### config.mk
export PLATFORM = sky130hd
export DESIGN_NAME = uart_tx_arbiter
export DESIGN_NICKNAME = d
export VERILOG_FILES = /design/src/rtl/uart_pkg.sv /design/src/rtl/uart_baud_gen.sv /design/src/rtl/uart_tx_arbiter.sv
export SDC_FILE = /design/constraint.sdc
export NUM_CORES = 1
export LEC_CHECK = 0
export ABC_AREA = 1
export BUFFER_PORTS_ARGS = -buffer_cell sky130_fd_sc_hd__buf_2
export CAP_MARGIN = 5
export CORE_ASPECT_RATIO = 0.7
export CORE_MARGIN = 4
export CORE_UTILIZATION = 40
export CTS_BUF_LIST = sky130_fd_sc_hd__clkbuf_2
export CTS_CLUSTER_DIAMETER = 30
export DETAILED_ROUTE_END_ITERATION = 8
export SETUP_SLACK_MARGIN = 0.05
export SKIP_LAST_GASP = 1
export SLEW_MARGIN = 20
export SYNTH_ARGS = -nofsm -noshare
export SYNTH_HDL_FRONTEND = slang
export SYNTH_SLANG_ARGS = --single-unit
### constraint.sdc
create_clock -name clk -period 5.9 [get_ports clk]
set_input_delay 0 -clock clk [delete_from_list [all_inputs] [get_ports clk]]
set_output_delay 0 -clock clk [all_outputs]
set_load 0.01 [all_outputs]
### src/rtl/uart_pkg.sv
// Shared UART types and constants for the transmit path.
package uart_pkg;

  typedef enum logic [1:0] {
    IDLE  = 2'd0,
    START = 2'd1,
    DATA  = 2'd2,
    STOP  = 2'd3
  } uart_state_e;

  localparam int unsigned UART_DATA_BITS  = 8;
  localparam int unsigned UART_FRAME_BITS = 10;
  localparam int unsigned DEFAULT_CLK_DIV = 434;

endpackage

### src/rtl/uart_baud_gen.sv
// Bit-period counter: counts 0..CLK_DIV-1 while run is high and flags the last count.
module uart_baud_gen #(
  parameter int unsigned CLK_DIV = 434
) (
  input  logic clk,
  input  logic reset,
  input  logic clear,
  input  logic run,
  output logic tick
);

  localparam int unsigned CW = (CLK_DIV > 2) ? $clog2(CLK_DIV) : 1;
  localparam logic [CW-1:0] LAST    = CW'(CLK_DIV - 1);
  localparam logic [CW-1:0] PRELAST = CW'(CLK_DIV - 2);

  logic [CW-1:0] count;

  // Counter with wrap; tick is registered so it is high exactly while count == LAST.
  always_ff @(posedge clk or negedge reset) begin
    if (!reset) begin
      count <= '0;
      tick  <= 1'b0;
    end else if (clear || !run) begin
      count <= '0;
      tick  <= 1'b0;
    end else begin
      if (count == LAST) begin
        count <= '0;
      end else begin
        count <= count + CW'(1);
      end
      tick <= (count == PRELAST);
    end
  end

endmodule

### src/rtl/uart_tx_arbiter.sv
// Round-robin arbiter feeding one 8N1 UART transmitter shared by NUM_REQ byte requesters.
module uart_tx_arbiter
  import uart_pkg::*;
#(
  parameter int unsigned CLK_DIV = DEFAULT_CLK_DIV,
  parameter int unsigned NUM_REQ = 4
) (
  input  logic                       clk,
  input  logic                       reset,
  input  logic                       iENABLE,
  input  logic [NUM_REQ-1:0]         iREQ_VALID,
  input  logic [8*NUM_REQ-1:0]       iREQ_DATA,
  output logic [NUM_REQ-1:0]         oREQ_READY,
  output logic [$clog2(NUM_REQ)-1:0] oGRANT_ID,
  output logic                       oBUSY,
  output logic                       oTX_DATA
);

  localparam int unsigned IDW = $clog2(NUM_REQ);

  uart_state_e               state;
  logic [IDW-1:0]            last_grant;
  logic [IDW-1:0]            winner;
  logic                      any_valid;
  logic                      accept;
  logic                      tick;
  logic [UART_DATA_BITS-1:0] shreg;
  logic [2:0]                bit_idx;

  // Round-robin search starting one past the last accepted requester.
  always_comb begin
    logic [IDW-1:0] cand;
    cand      = '0;
    winner    = '0;
    any_valid = 1'b0;
    for (int unsigned i = 1; i <= NUM_REQ; i++) begin
      cand = IDW'((32'(last_grant) + i) % NUM_REQ);
      if (!any_valid && iREQ_VALID[cand]) begin
        any_valid = 1'b1;
        winner    = cand;
      end
    end
  end

  // Accept only from IDLE, and never while reset is held.
  assign accept = reset && (state == IDLE) && iENABLE && any_valid;

  // One-hot ready pulse coincides with the accepting cycle so data is sampled on that edge.
  always_comb begin
    oREQ_READY = '0;
    if (accept) begin
      oREQ_READY[winner] = 1'b1;
    end
  end

  uart_baud_gen #(
    .CLK_DIV (CLK_DIV)
  ) u_baud (
    .clk   (clk),
    .reset (reset),
    .clear (accept),
    .run   (state != IDLE),
    .tick  (tick)
  );

  // Frame sequencer: start bit, eight data bits LSB first, stop bit; all line outputs registered.
  always_ff @(posedge clk or negedge reset) begin
    if (!reset) begin
      state      <= IDLE;
      oTX_DATA   <= 1'b1;
      oBUSY      <= 1'b0;
      oGRANT_ID  <= '0;
      bit_idx    <= '0;
      shreg      <= '0;
      last_grant <= IDW'(NUM_REQ - 1);
    end else begin
      case (state)
        IDLE: begin
          if (accept) begin
            state      <= START;
            shreg      <= iREQ_DATA[{winner, 3'b000} +: UART_DATA_BITS];
            oGRANT_ID  <= winner;
            last_grant <= winner;
            oTX_DATA   <= 1'b0;
            oBUSY      <= 1'b1;
          end
        end
        START: begin
          if (tick) begin
            state    <= DATA;
            bit_idx  <= '0;
            oTX_DATA <= shreg[0];
            shreg    <= shreg >> 1;
          end
        end
        DATA: begin
          if (tick) begin
            if (bit_idx == 3'(UART_DATA_BITS - 1)) begin
              state    <= STOP;
              oTX_DATA <= 1'b1;
            end else begin
              bit_idx  <= bit_idx + 3'd1;
              oTX_DATA <= shreg[0];
              shreg    <= shreg >> 1;
            end
          end
        end
        STOP: begin
          if (tick) begin
            state <= IDLE;
            oBUSY <= 1'b0;
          end
        end
        default: begin
          state <= IDLE;
        end
      endcase
    end
  end

endmodule

# Word level (Yosys, flattened, before mapping)
# Cells that the tools add are included.
[op_classes] add_sub_neg=6 magnitude_cmp=6 n_eq_ne=12 shifts=1 muxes=45 n_reduce_logical=23
[ops] op="two-way mux 8 bit" count=4
[ops] op="indexed part select 32 x 6 -> 8 bit" count=1
[ops] op="one-hot mux 8 bit (3 select lines)" count=1
[ops] op="== test 9 bit (second input constant)" count=2
[ops] op="two-way mux 2 bit" count=9
[ops] op="two-way mux 9 bit" count=2
[ops] op="two-way mux 1 bit" count=16
[ops] op="less-than comparator 2 x 3 -> 1 bit (second input constant)" count=5
[ops] op="AND reduction 5 bit" count=2
[ops] op="adder 9 x 1 -> 9 bit (second input constant)" count=1
[ops] op="two-way mux 3 bit" count=3
[ops] op="binary-select mux 1 bit (select 2 bit)" count=4
[ops] op="inequality test 2 x 1 -> 1 bit (second input constant)" count=4
[ops] op="one-hot mux 2 bit (4 select lines)" count=1
[ops] op="AND reduction 4 bit" count=2
[ops] op="logical AND 1 bit" count=7
[ops] op="one-hot mux 3 bit (2 select lines)" count=1
[ops] op="nonzero test 2 bit" count=3
[ops] op="adder 2 x 1 -> 2 bit (second input constant)" count=2
[ops] op="adder 2 bit (second input constant)" count=2
[ops] op="== test 2 bit (second input constant)" count=2
[ops] op="zero test 1 bit" count=4
[ops] op="two-way mux 4 bit" count=1
[ops] op="inequality test 2 bit (second input constant)" count=2
[ops] op="other kinds (12)" count=12
[word_totals] regBits=29 out_inout_bits=8 elab_cells=102

# Longest topological paths before layout
# Gate-level depths: netlist of the first run.
[logic_depth] depth_word=18 mapped_depth=17 mapped_depth_nobuf=16

# Hierarchy
# From an unflattened synthesis of the first run, not the netlist that was laid out.
[unflattened] hier_cells=337 area_unflattened_um2=2393.5
[modules_own_cells] module="uart_tx_arbiter" n_inst=1 cells_each=268 area_each_um2=1778.0 seq_area_each_um2=479.2
[modules_own_cells] module="uart_baud_gen" n_inst=1 cells_each=69 area_each_um2=615.6 seq_area_each_um2=250.2

# Worst setup path after synthesis of the first run
# No wires, ideal clock.
[synth_path] path_kind="register to register" start="reg last_grant[0]" end="reg shreg[2]" arrival_time_ns=1.738 slack_ns=4.046 stages_incl_launch_ff=17 n_path_buf=1 cell_sequence="dfstp_2 inv_4 nand2_2 nand2_1 nand2_1 nand2_2 nor2_4 nand3_2 nand2_4 nand2_8 buf_12 nand2_2 nand2_1 nand2_1 nand3_1 nand2_1 nand2_1"
[synth_between] elab_chain_cells=16 word_cells_on_any_way=32
[synth_lines] item="from (decl)" line="uart_tx_arbiter.sv:22" rtl="logic [IDW-1:0] last_grant;"
[synth_lines] item="from (signal assigned)" line="uart_tx_arbiter.sv:75" rtl="last_grant <= IDW'(NUM_REQ - 1);"
[synth_lines] item="from (signal assigned)" line="uart_tx_arbiter.sv:83" rtl="last_grant <= winner;"
[synth_lines] item="adder 2 x 1 -> 2 bit" line="uart_tx_arbiter.sv:37" rtl="cand = IDW'((32'(last_grant) + i) % NUM_REQ);"
[synth_lines] item="binary-select mux 1 bit (select 2 bit)" line="uart_tx_arbiter.sv:38" rtl="if (!any_valid && iREQ_VALID[cand]) begin"
[synth_lines] item="two-way mux 1 bit (implied by the code)" line="uart_tx_arbiter.sv:38"
[synth_lines] item="two-way mux 1 bit" line="uart_tx_arbiter.sv:38"
[synth_lines] item="zero test 1 bit" line="uart_tx_arbiter.sv:38"
[synth_lines] item="logical AND 1 bit" line="uart_tx_arbiter.sv:38"
[synth_lines] item="two-way mux 1 bit" line="uart_tx_arbiter.sv:38"
[synth_lines] item="zero test 1 bit" line="uart_tx_arbiter.sv:38"
[synth_lines] item="logical AND 1 bit" line="uart_tx_arbiter.sv:38"
[synth_lines] item="two-way mux 1 bit" line="uart_tx_arbiter.sv:38"
[synth_lines] item="zero test 1 bit" line="uart_tx_arbiter.sv:38"
[synth_lines] item="logical AND 1 bit" line="uart_tx_arbiter.sv:38"
[synth_lines] item="two-way mux 2 bit or two-way mux 1 bit (tied branches)" line="uart_tx_arbiter.sv:38"
[synth_lines] item="indexed part select 32 x 6 -> 8 bit or logical AND 1 bit (tied branches)" line="uart_tx_arbiter.sv:81, uart_tx_arbiter.sv:46"
[synth_lines] item="two-way mux 8 bit or inequality test 2 x 1 -> 1 bit (tied branches)"
[synth_lines] item="one-hot mux 8 bit (3 select lines) or AND reduction 5 bit (tied branches)"
[synth_lines] item="to (signal assigned)" line="uart_tx_arbiter.sv:81" rtl="shreg <= iREQ_DATA[{winner, 3'b000} +: UART_DATA_BITS];"
[synth_lines] item="to (signal assigned)" line="uart_tx_arbiter.sv:93" rtl="shreg <= shreg >> 1;"
[synth_lines] item="to (signal assigned)" line="uart_tx_arbiter.sv:104" rtl="shreg <= shreg >> 1;"
[synth_lines] item="to (decl)" line="uart_tx_arbiter.sv:27" rtl="logic [UART_DATA_BITS-1:0] shreg;"
# Several ways; a longest one is shown, not always the timed one. The select of a mux whose other input is x is not followed.
# A chain may end at the register's enable or synchronous reset.

# Worst setup path after layout of the first run
[layout_path] start="reg last_grant[0]" end="out oREQ_READY[2]"
[layout_between] elab_chain_cells=18 word_cells_on_any_way=33
[layout_lines] item="adder 2 x 1 -> 2 bit" line="uart_tx_arbiter.sv:37"
[layout_lines] item="binary-select mux 1 bit (select 2 bit)" line="uart_tx_arbiter.sv:38"
[layout_lines] item="two-way mux 1 bit (implied by the code)" line="uart_tx_arbiter.sv:38"
[layout_lines] item="two-way mux 1 bit" line="uart_tx_arbiter.sv:38"
[layout_lines] item="zero test 1 bit" line="uart_tx_arbiter.sv:38"
[layout_lines] item="logical AND 1 bit" line="uart_tx_arbiter.sv:38"
[layout_lines] item="two-way mux 1 bit" line="uart_tx_arbiter.sv:38"
[layout_lines] item="zero test 1 bit" line="uart_tx_arbiter.sv:38"
[layout_lines] item="[... 2 more ...]"
[layout_lines] item="zero test 1 bit" line="uart_tx_arbiter.sv:38"
[layout_lines] item="logical AND 1 bit" line="uart_tx_arbiter.sv:38"
[layout_lines] item="two-way mux 2 bit" line="uart_tx_arbiter.sv:38"
[layout_lines] item="less-than comparator 2 x 3 -> 1 bit (implied by the code) or >= comparator 2 x 1 -> 1 bit (tied branches)" line="uart_tx_arbiter.sv:52" rtl="oREQ_READY[winner] = 1'b1;"
[layout_lines] item="logical AND 1 bit (implied by the code)" line="uart_tx_arbiter.sv:52"
[layout_lines] item="two-way mux 1 bit (implied by the code)" line="uart_tx_arbiter.sv:52"
[layout_lines] item="demux 1 bit (select 2 bit)" line="uart_tx_arbiter.sv:52"
[layout_lines] item="two-way mux 4 bit *" line="uart_tx_arbiter.sv:51" rtl="if (accept) begin"
[layout_lines] item="to (decl)" line="uart_tx_arbiter.sv:13" rtl="output logic [NUM_REQ-1:0] oREQ_READY,"
# Mark *: on every way between the ends. The rest lies on a longest branch, timed or not. The select of a mux whose other input is x is not followed.

==> results of run 1 <==
==> worst max-delay path: stages, from the launching register on <==
cell     delay (ns)
dfstp_2        0.64
inv_4          0.09
nand2_2        0.07
nand2_1        0.06
nand2_1        0.07
nand2_2        0.08
nor2_4         0.14
nand2_1        0.07
nor3_1         0.21
nor2_2         0.14
inv_2          0.18
nand2_1        0.12
nor2_1         0.12
buf_2          0.14
==> placed cells by master, fill, tap and decap left out <==
cell,count
ha_1,11
o211ai_1,1
buf_2,46
nand4_1,1
inv_4,1
nor2_4,1
dfrtp_1,26
nand3_4,1
nor2_2,2
nor3_1,7
clkbuf_2,7
o21ai_0,9
xnor2_1,1
a32o_1,2
clkinv_1,1
nand3_2,1
nand2_2,17
o21ai_1,1
inv_1,21
nor2_1,37
inv_2,3
nand2_4,1
nand2_8,1
dfstp_2,3
dlygate4sd3_1,1
nand2_1,108
a21oi_1,2
xor2_1,3
o21bai_1,1
nand3b_1,2
nand4_2,1
nand3_1,31
==> per-stage QoR <==
step           worst slack, ns  total power (µW)  hold WS [ns]
2_1_floorplan             4.05               235        -0.296
3_3_place_gp              3.78               254        0.0723
6_report                  3.43               351        0.0266
4_1_cts                   3.42               355        0.0210
3_5_place_dp              3.78               254        0.0740
5_1_grt                   3.16               375        0.0388
==> cell families after synthesis <==
kind of cell	count (synthesis)	share of synthesized area
compound gates	16	0.0449
xor+xnor	4	0.0166
fa+ha+maj	11	0.0650
buf+inv	31	0.0763
flops	29	0.345
simple gates	211	0.452
==> repair_timing <==
item                                    4_1_cts  5_1_grt
buffers inserted                              0        0
hold buffers                                  1        0
hold endpoints to repair                     26        0
endpoints found under the setup margin        0        0
gates resized for setup                       0        0
==> state kept, by name, summed over array words and instances (netlist names) <==
name	flops
bit_idx	3
last_grant	2
oBUSY	1
oGRANT_ID	2
oTX_DATA	1
shreg	8
state	2
u_baud.count	9
u_baud.tick	1
==> per-layer routing <==
layer	vias up	routed length, µm	global-route usage
met1	898	2460	0.211
met2	35	1900	0.245
met5	-	0	0
met3	6	211	0.0412
met4	0	55	0.0540
li1	1052	-	-
==> layout make-up <==
type                    count  area, µm²
flip-flops and latches     29        729
multi-input cells         242       1220
clock inverters             1       3.75
repair buffers             47        240
fillers                   519       2520
clock buffers               7       35.0
inverters                  25       96.3
well taps                  69       86.3
==> report_power, final <==
group	internal, µW	switching, µW	leakage [µW]	total, µW
clock	31.7	69.1	0.0000306	101
sequential	199	0	0.000375	199
combinational	20.4	30.4	0.000937	50.8
==> worst paths after layout <==
check                               from              end  slack (ns)  cells after the start
setup / recovery           last_grant[0]    oREQ_READY[2]        3.43                     13
hold / removal             iREQ_DATA[26]         shreg[2]        0.03                      7
setup reg to reg           last_grant[0]         shreg[6]        3.77                     15
hold reg to reg             oGRANT_ID[0]     oGRANT_ID[0]        0.50                      2
max in group asynchronous          reset  u_baud.count[5]        5.27                      2
min in group asynchronous          reset       bit_idx[2]        0.17                      2
==> flow_summary_export.csv, run 1 <==
group,metric,value,unit
outcome,status,"finished, final reports clean",
global_routing,grt_pass1_vias,1859,
global_routing,grt_max_degree,31,
final_layout,fin_cells,420,
floorplanning,fp-row-count,21,
sta,tns,0,ns
global_routing,overflow,0,
final_layout,syn_to_final_growth,14.2,%
sta,period_needed,2.47,ns
place,hpwlAfterDp,3550,µm
yosys,synthTopCellsByArea,"dfrtp_1 31%, nand2_1 19%, nand3_1 7.3%",
sta,hold_violations,0,
place,gp_congestion,0.819,
floorplanning,dieArea,6540,µm²
final_layout,fin_util,0.489,
sta,max_slew_margin,0.548,
place,dpl-instance-area,2370,µm²
cts,clkSinkCount,29,
yosys,ys_ff_latch,29,
worst_setup_path,startpoint_type,"register",
place,numPortBuffers,46,
run,drv_cap,0,
routing,drcViolationCount,0,
yosys,synth_most_common_cell,"nand2_1",
power_and_ir_drop,power_density,145,nW/µm²
place,dp.cells,411,
yosys,postSynthAreaPerCell,7.01,µm²
final_layout,fin_area,2420,µm²
cts,numCtsBuffers,5,
routing,vias,1991,
routing,first_iter_violations,80,
floorplanning,dieHeight,68.9,µm
worst_setup_path,cp-end-kind,"output pin",
yosys,seq_area_frac_synth,0.345,
sta,rsz0062_at_grt,"no",
yosys,async_flop_share,1.00,
power_and_ir_drop,leakage,0.00134,µW
yosys,synth_commonest_cells,"108 x nand2_1, 37 x nor2_1, 31 x nand3_1",
yosys,post_synth_num_cell_types,31,
sta,setup_viol,0,
routing,drt-total-wl,4630,µm
routing,drtPass1Iterations,5,
floorplanning,initial_core_util,0.428,
yosys,postSynthNetCount,352,
routing,avgRoutedWirePerCell,11.0,µm
cts,clock_latency,0.37,ns
worst_setup_path,required,5.90,ns
yosys,synth_flop_cell,"dfrtp_1",
yosys,synth_area,2120,µm²
cts,clk_pin_slew_worst_paths,0.14,ns
yosys,synth_edf_count,0,
final_layout,final_layout_size_suffix_gt1_frac,0.242,
floorplanning,core_region_area,4940,µm²
sta,timing.final.crit_share,0.419,
worst_setup_path,critical_path_arrival,2.47,ns
routing,postRouteAntennaNets,0,
worst_setup_path,crit_type,"reg -> out",
sta,max_slew.worst_pin.slew,0.678,ns
yosys,ys_warn_count,0,
sta,slew_viol_final,0,
final_layout,nets,400,
power_and_ir_drop,power.ir.vdd_worst,109,µV
global_routing,antenna_found_initial,0,
yosys,yosysTopAreaCellShare,0.308,
yosys,synthCells,302,
floorplanning,io_pins,47,
worst_setup_path,cp_max_fo,11,
sta,fin_skew,0.0213,ns
global_routing,grt_pass1_wl,7920,µm
sta,max_freq,405,MHz
final_layout,antennaDiodeCount,0,
routing,viasPerCell,4.74,
worst_hold_path,hp-class,"in -> reg",
cts,clockRootBuffer,"clkbuf_2",
yosys,yosys.area.top_type,"dfrtp_1",
cts,cts.path.max_buffers,2,
cts,cts.htree.levels,2,
global_routing,grt_usage,0.157,
floorplanning,die_w,94.9,µm
cts,cts_tree,"built",
No activity file was read; power rests on OpenSTA's default activity.
==> inputs of run 2 (changes only) <==
==> constraint.sdc (replaced) <==
create_clock -name clk -period 2.4 [get_ports clk]
set_input_delay 0 -clock clk [delete_from_list [all_inputs] [get_ports clk]]
set_output_delay 0 -clock clk [all_outputs]
set_load 0.01 [all_outputs]
==> run 2 against run 1 <==
Against the previous run: final cell count increased by 5.2%; first-iteration DRC count is 18% higher; critical path type is now reg -> reg; global-route usage grew 0.75 points; via count grew 4.8%; sequential share of layout area down 3.7 points; clock-buffer cell count decreased by 2; setup slack worse by 3.2 ns; worst hold slack is essentially flat; non-clock buffer count grew 21; combinational power grew to 3.3 times the previous value.
==> flow_summary_export.csv, run 2 (synthesis results as in run 1) <==
group,metric,value,unit
global_routing,antenna_found_initial,0,
power_and_ir_drop,p_int,738,µW
sta,max_slew_margin,0.651,
sta,setup_viol,0,
sta,period_needed,2.21,ns
floorplanning,io_pins,47,
power_and_ir_drop,pwr-share-clk,0.350,
place,gp_congestion,0.770,
final_layout,nFillCells,500,
global_routing,top_usage_layer,"met2",
floorplanning,fp-row-count,21,
final_layout,fin_util,0.558,
final_layout,top_regs,"u_baud.count: 9 flops, shreg: 8 flops, bit_idx: 3 flops",
global_routing,met2_usage,0.249,
sta,slew_viol_final,0,
routing,first_iter_violations,94,
final_layout,layout_common_cells,"98 x nand2_1, 45 x buf_2, 36 x nor2_1",
final_layout,nets,422,
power_and_ir_drop,leakage,0.00147,µW
final_layout,regMostFlops,"u_baud.count",
global_routing,grt_max_degree,30,
sta,tns,0,ns
routing,drtPass1Iterations,4,
cts,cts.htree.levels,2,
place,numPortBuffers,46,
final_layout,antennaDiodeCount,0,
sta,rsz0062_at_grt,"yes",
final_layout,final_common_cell,"nand2_1",
outcome,status,"finished, final reports clean",
worst_setup_path,critical_path_arrival,2.48,ns
worst_setup_path,cp_max_fo,8,
floorplanning,dieArea,6540,µm²
floorplanning,dieHeight,68.9,µm
sta,fin_skew,0.00952,ns
sta,hold_violations,0,
routing,drt-total-wl,4960,µm
floorplanning,initial_core_util,0.428,
worst_hold_path,hp-class,"in -> reg",
sta,max_freq,452,MHz
cts,numCtsBuffers,5,
power_and_ir_drop,switching_share,0.271,
routing,viasPerCell,4.72,
routing,drcViolationCount,0,
routing,vias,2086,
cts,clock_latency,0.36,ns
final_layout,syn_to_final_growth,30.2,%
power_and_ir_drop,pwr-share-comb,0.167,
cts,cts_tree,"built",
floorplanning,die_w,94.9,µm
cts,clkSinkCount,29,
cts,clockRootBuffer,"clkbuf_2",
global_routing,grt_pass1_vias,1906,
routing,avgRoutedWirePerCell,11.2,µm
place,hpwlAfterDp,3580,µm
global_routing,use_met3,0.0380,
power_and_ir_drop,switchingPower,275,µW
global_routing,grt_pass1_wl,8380,µm
worst_setup_path,cp-end-kind,"register",
power_and_ir_drop,power_density,368,nW/µm²
global_routing,overflow,0,
routing,postRouteAntennaNets,0,
global_routing,use_met1,0.235,
worst_setup_path,required,2.67,ns
sta,timing.final.crit_share,0.922,
final_layout,final_layout_size_suffix_gt1_frac,0.324,
sta,whs,0.0266,ns
floorplanning,core_region_area,4940,µm²
cts,cts.path.max_buffers,2,
final_layout,largest_reg_flops,9,
global_routing,grt_usage,0.164,
power_and_ir_drop,power.ir.vdd_worst,242,µV
sta,max_slew.worst_pin.slew,0.522,ns
worst_setup_path,startpoint_type,"register",
power_and_ir_drop,seqPwrFrac,0.483,
worst_setup_path,crit_type,"reg -> reg",
run,drv_cap,0,
cts,clk_pin_slew_worst_paths,0.17,ns
-- run 2: cell types whose count changed in the layout (fill, tap and decap cells not counted), sizes merged --
cell         previous run  this run
clkinvlp                0         1
bufinv                  0         1
dlygate4sd3             1         3
nand2                 127       128
buf                    46        65
clkbuf                  7         5
-- run 2: timing repair --
action	in CTS	in global routing
setup buffers	6	12
pin swaps	4	11
gates cloned	0	1
gates resized for setup	8	25
setup endpoints to repair	4	6
endpoints found under the hold margin	30	0
hold buffers	3	0
-- run 2: layer usage --
| metal | up-vias | wire (µm) |
|---|---|---|
| li1 | 1099 | - |
| met1 | 936 | 2590 |
| met2 | 44 | 2080 |
| met3 | 7 | 248 |
| met4 | 0 | 44 |
| met5 | - | 0 |
-- run 2: through the flow --
step,total power (µW),area [µm²],cells,setup WS [ns]
4_1_cts,1000,2550,429,0.0524
5_1_grt,1070,2760,442,0.0141
3_3_place_gp,625,2370,412,0.309
3_5_place_dp,625,2370,412,0.289
2_1_floorplan,577,2120,302,0.546
6_report,1010,2760,442,0.188
-- run 2: path summary, 6_finish.rpt --
check,from,end,slack [ns],cells past startpoint
min in group asynchronous,reset,shreg[5],0.24,3
worst max-delay path,last_grant[0],shreg[0],0.19,17
max in group asynchronous,reset,oTX_DATA,1.85,3
worst max register to register,last_grant[0],shreg[0],0.19,17
worst min register to register,oTX_DATA,oTX_DATA,0.49,2
worst min-delay path,iREQ_DATA[31],shreg[7],0.03,7
-- run 2: worst max-delay path, stage by stage (launching register included) --
cell and delay, ns:
dfstp_2 0.64, inv_6 0.07, nand2_2 0.06, nand2_2 0.07
nand2_4 0.08, nand2_4 0.06, nor2_4 0.15, nand3_4 0.14
nand2_8 0.12, nand2_8 0.07, buf_4 0.14, buf_4 0.13
nand2_1 0.06, nand2_1 0.05, nand2_1 0.05, nand3_1 0.08
nand2_1 0.08, nand2_1 0.05
-- run 2: cell type report --
type                            count  area (µm²)  share of cell area
Clock inverter                      3        41.3              0.0150
Sequential cell                    29         729               0.265
Multi-Input combinational cell    243        1360               0.494
Clock buffer                        5        25.0             0.00908
Tap cell                           69        86.3              0.0313
Inverter                           25         104              0.0377
Timing Repair Buffer               68         409               0.149
-- run 2: power groups by stage --
stage	registers, µW	clock network (µW)	logic [µW]
2_1_floorplan	498	0	79.1
3_3_place_gp	498	0	127
3_5_place_dp	498	0	127
4_1_cts	489	369	143
5_1_grt	490	393	189
6_report	489	354	169
==> inputs of run 3 (changes only) <==
--- a/config.mk
+++ b/config.mk
@@ -10,7 +10,7 @@
 export CAP_MARGIN = 5
 export CORE_ASPECT_RATIO = 0.7
 export CORE_MARGIN = 4
-export CORE_UTILIZATION = 40
+export CORE_UTILIZATION = 25
 export CTS_BUF_LIST = sky130_fd_sc_hd__clkbuf_2
 export CTS_CLUSTER_DIAMETER = 30
 export DETAILED_ROUTE_END_ITERATION = 8
==> run 3 against run 2 <==
Against the previous run: worst hold slack gained 0.0039 ns; clock-buffer cell count is the same; register-to-register slack gained 0.07 ns; highest routed layer unchanged; die area grew 53%; final cell count grew 5.0%.
==> flow_summary_export.csv, run 3 (synthesis results as in run 1) <==
group,metric,value,unit
outcome,status,"finished, final reports clean",
sta,max_slew_margin,0.644,
cts,clockRootBuffer,"clkbuf_2",
sta,max_freq,452,MHz
global_routing,grt_usage,0.0977,
cts,clkSinkCount,29,
final_layout,final_common_cell,"nand2_1",
final_layout,antennaDiodeCount,0,
worst_setup_path,crit_type,"reg -> out",
worst_setup_path,rr_worst_depth,17,
cts,clock_latency,0.35,ns
final_layout,layout_common_cells,"105 x nand2_1, 46 x buf_2, 37 x nor2_1",
worst_setup_path,slowest_stage,"dfstp_2",
routing,viasPerCell,4.42,
routing,drtPass1Iterations,4,
power_and_ir_drop,power.ir.vdd_worst,111,µV
run,drv_cap,0,
final_layout,final_layout_size_suffix_gt1_frac,0.278,
worst_hold_path,min_path_cells,7,
final_layout,nets,412,
global_routing,grt_max_degree,30,
sta,max_slew.worst_pin.slew,0.533,ns
cts,cts.path.max_buffers,2,
place,gp_congestion,0.774,
place,numPortBuffers,46,
worst_setup_path,cp-end-kind,"output pin",
worst_setup_path,critPathTopFamily,"simple AND/OR/NAND/NOR gates",
place,dpl-instance-area,2410,µm²
worst_setup_path,rr_startpoint,"last_grant[0]",
routing,avgRoutedWirePerCell,10.9,µm
floorplanning,initial_core_util,0.263,
sta,setup_viol,0,
worst_hold_path,hp-class,"in -> reg",
global_routing,overflow,0,
cts,cts.htree.levels,2,
cts,cts_tree,"built",
worst_setup_path,required,2.40,ns
final_layout,largest_reg_flops,9,
sta,fin_skew,0.0224,ns
worst_setup_path,startpoint_type,"register",
cts,numCtsBuffers,5,
worst_setup_path,crit_buf_inv,2,
final_layout,top_regs,"u_baud.count: 9 flops, shreg: 8 flops, bit_idx: 3 flops",
place,hpwlAfterDp,3810,µm
sta,hold_violations,0,
floorplanning,core_region_area,8040,µm²
routing,drcViolationCount,0,
routing,postRouteAntennaNets,0,
sta,slew_viol_final,0,
worst_setup_path,critical_path_arrival,2.21,ns
floorplanning,dieArea,10000,µm²
floorplanning,fp-row-count,27,
worst_setup_path,r2r-end,"shreg[6]",
power_and_ir_drop,leakage,0.00140,µW
worst_hold_path,hold_path.startpoint,"iREQ_DATA[30]",
sta,rsz0062_at_grt,"yes",
routing,first_iter_violations,91,
power_and_ir_drop,power_density,343,nW/µm²
worst_setup_path,max_stage_delay,0.66,ns
floorplanning,io_pins,47,
final_layout,fin_area,2580,µm²
worst_setup_path,regToRegSetupSlack,0.26,ns
final_layout,syn_to_final_growth,22.0,%
sta,period_needed,2.21,ns
worst_setup_path,crit_path_cell_trace,"inv_6 > nand2_2 > nand2_1 > nand2_1 > nand2_2 > nor2_4 > nand3_2 > nand2_4 > nand2_8 > nor3_1 > buf_2",
sta,tns,0,ns
cts,clk_pin_slew_worst_paths,0.17,ns
floorplanning,die_w,118,µm
floorplanning,dieHeight,85.0,µm
worst_setup_path,cp_max_fo,9,
routing,drt-total-wl,5060,µm
global_routing,grt_pass1_vias,1827,
global_routing,antenna_found_initial,0,
global_routing,grt_pass1_wl,8190,µm
routing,vias,2052,
worst_hold_path,whs_endpoint,"shreg[6]",
final_layout,regMostFlops,"u_baud.count",
sta,timing.final.crit_share,0.922,
## run 3: cell types whose count changed in the layout (fill, tap and decap cells not counted), sizes merged
| cell | before | now |
|---|---|---|
| clkinv | 1 | 4 |
| clkinvlp | 1 | 0 |
| nand2 | 128 | 127 |
| inv | 25 | 24 |
| bufinv | 1 | 0 |
| buf | 65 | 58 |
| dlygate4sd3 | 3 | 1 |
## run 3: stage by stage
step | utilization | setup WS, ns | hold slack (ns) | cells | power, µW
3_3_place_gp | 0.300 | 0.318 | 0.119 | 444 | 627
2_1_floorplan | - | 0.546 | -0.296 | 302 | 577
6_report | 0.321 | 0.187 | 0.0305 | 464 | 886
5_1_grt | 0.321 | 0.0172 | 0.0239 | 464 | 939
3_5_place_dp | 0.300 | 0.293 | 0.114 | 444 | 628
4_1_cts | 0.310 | 0.0766 | 0.00773 | 455 | 883
## run 3: power by group
group          internal (µW)  switching [µW]  total (µW)  leakage, µW
logic                   67.2            86.0         153     0.000997
clock network           63.9             180         244    0.0000278
registers                489               0         489     0.000375
total                    620             266         886      0.00140
## run 3: layout make-up
| class | count | area (µm²) |
|---|---|---|
| flip-flops and latches | 29 | 729 |
| fillers | 849 | 5460 |
| inverters | 25 | 104 |
| clock inverters | 3 | 12.5 |
| clock buffers | 5 | 25.0 |
| repair buffers | 59 | 330 |
| well taps | 101 | 126 |
| multi-input cells | 242 | 1250 |
## run 3: how the worst max path moves through the flow
| stage | depth (start not counted) | startpoint | to | slack, ns |
|---|---|---|---|---|
| floorplan | 16 | last_grant[0] | shreg[2] | 0.55 |
| finish | 11 | last_grant[0] | oREQ_READY[0] | 0.19 |
| global route | 13 | last_grant[0] | oREQ_READY[2] | 0.02 |
| CTS | 13 | last_grant[0] | oREQ_READY[1] | 0.08 |
| global placement | 15 | last_grant[0] | shreg[1] | 0.32 |
| detailed placement | 13 | last_grant[0] | shreg[3] | 0.29 |
## run 3: layer usage
metal	vias up	GRT usage	wire length, µm
li1	1075	-	-
met1	939	0.141	2730
met2	36	0.140	2040
met3	2	0.0353	266
met4	0	0.0191	23
met5	-	0	0
## run 3: timing repair
action,CTS,global route
endpoints found under the setup margin,4,12
pin swaps,1,2
setup buffers,2,9
gates resized for setup,4,7
endpoints found under the hold margin,26,0
hold buffers,1,0
## run 3: worst min-delay path: cells and delay by family
family	cells	cell delay (ns)
buffers and inverters	1	0.08
AND/OR/NAND/NOR	6	0.29
